===== src/rtl/decoder_cpu.sv =====
// Instruction-word decoder: slices a 32-bit code into opcode, func, immediate
// and address fields, registering them on every enabled clock edge.
module decoder_cpu (
  input  logic        clk,
  input  logic        rst_n,
  input  logic [31:0] code,
  input  logic        en_de,
  output logic [5:0]  opcode_cpu,
  output logic [1:0]  func_cpu,
  output logic [23:0] addr_cpu,
  output logic [7:0]  imm_cpu,
  output logic        valid_de
);

  logic [5:0]  opcode_r;
  logic [1:0]  func_r;
  logic [23:0] addr_r;
  logic [7:0]  imm_r;
  logic        valid_r;

  // Field capture on enabled edges; fields hold otherwise, valid pulses per decode.
  always_ff @(posedge clk or negedge rst_n) begin
    if (!rst_n) begin
      opcode_r <= 6'd0;
      func_r   <= 2'd0;
      addr_r   <= 24'd0;
      imm_r    <= 8'd0;
      valid_r  <= 1'b0;
    end else if (en_de) begin
      opcode_r <= code[7:2];
      func_r   <= code[1:0];
      addr_r   <= code[31:8];
      imm_r    <= code[15:8];
      valid_r  <= 1'b1;
    end else begin
      valid_r  <= 1'b0;
    end
  end

  assign opcode_cpu = opcode_r;
  assign func_cpu   = func_r;
  assign addr_cpu   = addr_r;
  assign imm_cpu    = imm_r;
  assign valid_de   = valid_r;

endmodule


===== config.mk =====
export PLATFORM = sky130hd
export DESIGN_NAME = decoder_cpu
export DESIGN_NICKNAME = d
export VERILOG_FILES = /design/src/rtl/decoder_cpu.sv
export SDC_FILE = /design/constraint.sdc
export NUM_CORES = 1
export LEC_CHECK = 0
export CORE_MARGIN = 10
export CORE_UTILIZATION = 39
export CTS_BUF_LIST = sky130_fd_sc_hd__clkbuf_4 sky130_fd_sc_hd__clkbuf_8 sky130_fd_sc_hd__clkbuf_16
export CTS_CLUSTER_DIAMETER = 80
export CTS_CLUSTER_SIZE = 16
export DETAILED_ROUTE_END_ITERATION = 7
export PLACE_DENSITY = 0.88
export SLEW_MARGIN = 20
export SYNTH_ARGS = -nofsm -noshare
export SYNTH_HDL_FRONTEND = slang
export SYNTH_SLANG_ARGS = --single-unit

===== constraint.sdc =====
create_clock -name clk -period 0.89 [get_ports clk]
set_input_delay 0.178 -clock clk [delete_from_list [all_inputs] [get_ports clk]]
set_output_delay 0.178 -clock clk [all_outputs]
set_load 0.1 [all_outputs]

* Word level (Yosys, flattened, before mapping)
Index checks and enable logic that the tools add are counted.
Operators by class: magnitude comparators 0, div/mod/pow operators 0, equal/unequal tests 0, reductions and logical operators 0, shifts and indexed selects 0, $add $sub $neg 0, multiply operators 0, bitwise operators 0, muxes and demuxes 1
Operators with widths (number):
- two-way mux 1 bit | 1
Word-level totals: word-level logic and storage cells 6, bits in read-only memories 0, memories kept 0, input port bits 35, register bits after elaboration 41, RAM bits 0, bits in latches 0, output and inout bits 41

* Depth between registers and ports, before layout
depth after elaboration 1, gate-level depth with buffers 3, gate-level depth less buffers 1

* Least setup slack after synthesis
No wires, ideal clock.
path kind register to output, start reg addr_cpu[0] (netlist name), end out imm_cpu[0], cell stages (with the launch flop) 2, arrival 1340 ps, path slack -628 ps, data required time 712 ps, path buffers 1, path through dfrtp_1 > buf_4
RTL lines:
- to (decl) | line 11 | output logic [7:0] imm_cpu,

* Worst setup path after layout
start reg addr_r[7], in the netlist addr_cpu[7], end out addr_cpu[7]
RTL lines:
- from (decl) | line 17 | logic [23:0] addr_r;
- from (signal assigned) | line 32 | addr_r <= code[31:8];
- to (decl) | line 10 | output logic [23:0] addr_cpu,
No word-level cell between the ends.

==> impl_metrics.toml <==
[placed_design]
dpl.hpwl_microns = 3450
portBuffers = 75
gp_congestion = 0.682
placed_area_sq_um = 2720

[clock_tree]
clk-insertion-delay-late_ns = 0.27
clkTransAtPathRegs_ns = 0.06
clockBufferDepth = 2
clock_sinks = 33
cts_hold_buf = 0
cts_tree = "built"
numCtsBuffers = 5
h-tree-depth = 2
cts-root-buf = "clkbuf_8"

[power_and_ir_drop]
p_total_uw = 5900
powerDensity_nw_per_um2 = 2040
worst_ir_drop_vdd_mv = 1.21
leakage_uw = 0.00127

[finish]
syn2layout_area_growth_pct = 103
drive_above_1_share_pct = 79.5
diodes = 0
stdcell_area_sq_um = 2900
finalNetCount = 196

[sta]
rsz0062_at_grt = "true"
max_freq_mhz = 871
finClkSkew_ns = 0
min_period_ns = 1.15
relSlewSlack_pct = 87.9
hold_slack_ns = 0.272
report.final.hold_viol_count = 0
setup_ws_ns = -0.258
final-setup-viol-count = 57
fin_crit_sh_pct = 129
tns_ns = -10.78
slew_violations = 0
tightest_slew_ns = 0.181

[setup_path]
r2r-end = "addr_cpu[16]"
r2r_cells = 2
path_depth = 1
endpoint = "addr_cpu[7]"
cp.arrival_ns = 0.97
crit_start = "addr_cpu[7]"
path_buf_inv = 1
cp-end-kind = "primary output"
crit_type = "reg -> out"
crit_fanout = 3
r2r_start = "addr_cpu[16]"
worst-endpoint-required_ns = 0.71
critical_path.startpoint_type = "flip-flop"
critPathMaxStageDelay_ns = 0.51
path_cells = "buf_12"
reg2reg_slack_ns = -0.13
crit_family = "flip-flops"
cp_slowest_cell = "dfrtp_4"

[yosys]
ys_ff_latch = 33
synthCells = 77
ys_seq_area_share_pct = 57.7
yosysUniqueCellTypes = 6
avgSynthCellArea_sq_um = 18.6
synth_area_sq_um = 1430
yosys_warnings = 0
syn-num-nets = 112

[die]
core_area_sq_um = 3440
fp.dieH_microns = 80.6
start_util_pct = 41.5
fp.dieW_microns = 80.6
die_area_sq_um = 6490
rows = 21
pin_count = 76

[run_status]
violations = "setup timing"
status = "finished, violations left"

[global_routing]
grt_overflow = 0
grt_use_total_pct = 14.3
grt_max_degree = 34
grt_pass1_vias = 1133
grt_first_pass_wirelength_microns = 6820
antenna_found_initial = 0

[route]
vias_per_cell = 4.57
final_antenna_net_count = 0
drt_iter0_markers = 47
wl_per_cell_microns = 21.6
drtPass1Iterations = 3
drc = 0
vias = 946
wl_microns = 4460

[flow_run]
max_cap_viol_count = 0

[min_path]
hp-class = "in -> async"
synth_stat cells, drive strengths merged:
cell,instances,share of area (%)
dfrtp,33,58
mux2,32,33
buf,12,9.2
metal layers:
layer  share of wire, %  GRT usage, %  wire (microns)
met1                 35          14.1            1540
met2                 55          25.3            2440
met3                9.2          6.35             412
met4                1.5          5.81              67
met5                  0             0               0
sequential cells by signal, indices dropped and copies added (netlist names):
register,cells
addr_cpu,24
opcode_cpu,6
valid_de,1
func_cpu,2
placed cells by master (no fill, tap or decap):
| cell | count |
|---|---|
| clkdlybuf4s50_1 | 33 |
| buf_2 | 1 |
| dfrtp_4 | 32 |
| clkbuf_4 | 1 |
| buf_12 | 44 |
| buf_6 | 8 |
| buf_4 | 3 |
| mux2_2 | 2 |
| clkbuf_8 | 6 |
| dfrtp_2 | 1 |
| mux2_4 | 30 |
worst min-delay path by stage:
stage,depth (start not counted),slack (ns),to,startpoint
detailed placement,2,0.56,addr_cpu[0],rst_n
global route,2,0.27,valid_de,en_de
global placement,2,0.56,valid_de,en_de
finish,2,0.27,addr_cpu[13],rst_n
CTS,2,0.27,valid_de,en_de
floorplan,0,-0.12,valid_de,rst_n
cell type report:
type	instances	area, sq um
flip-flops and latches	33	947
repair buffers	89	1330
fillers	157	546
multi-input cells	32	473
well taps	46	57.6
clock buffers	7	90.1
through the flow:
step / instances / util (%) / setup slack [ns]
after floorplan: 77 / - / -0.163
after global placement: 192 / 78.9 / -0.0920
after detailed placement: 192 / 78.9 / -0.130
after CTS: 205 / 83.4 / -0.266
after global routing: 207 / 84.2 / -0.283
final: 207 / 84.2 / -0.258
worst register-to-register path, delay by kind of cell, from the launching register on:
family | cells | cell delay [ns]
buf+inv | 1 | 0.13
flops | 1 | 0.50
mux | 1 | 0.27
timing repair:
item | CTS | global route
hold endpoints to repair | 0 | 0
buffers inserted | 6 | 5
setup endpoints to repair | 52 | 65
resized for setup | 5 | 6
cells by family after synthesis:
family | Yosys count | share of synthesized area [%]
buffers and inverters | 12 | 9.19
muxes | 32 | 33.1
DFF | 33 | 57.7
power by group:
| group | internal (uW) | switching [uW] | total, uW | leakage (uW) |
|---|---|---|---|---|
| Sequential | 1750 | 214 | 1960 | 0.000355 |
| Clock | 643 | 499 | 1140 | 0.0000477 |
| Combinational | 1150 | 1650 | 2800 | 0.000863 |
| Total | 3540 | 2370 | 5900 | 0.00127 |
Note: power is estimated with default switching activity, not from simulation.
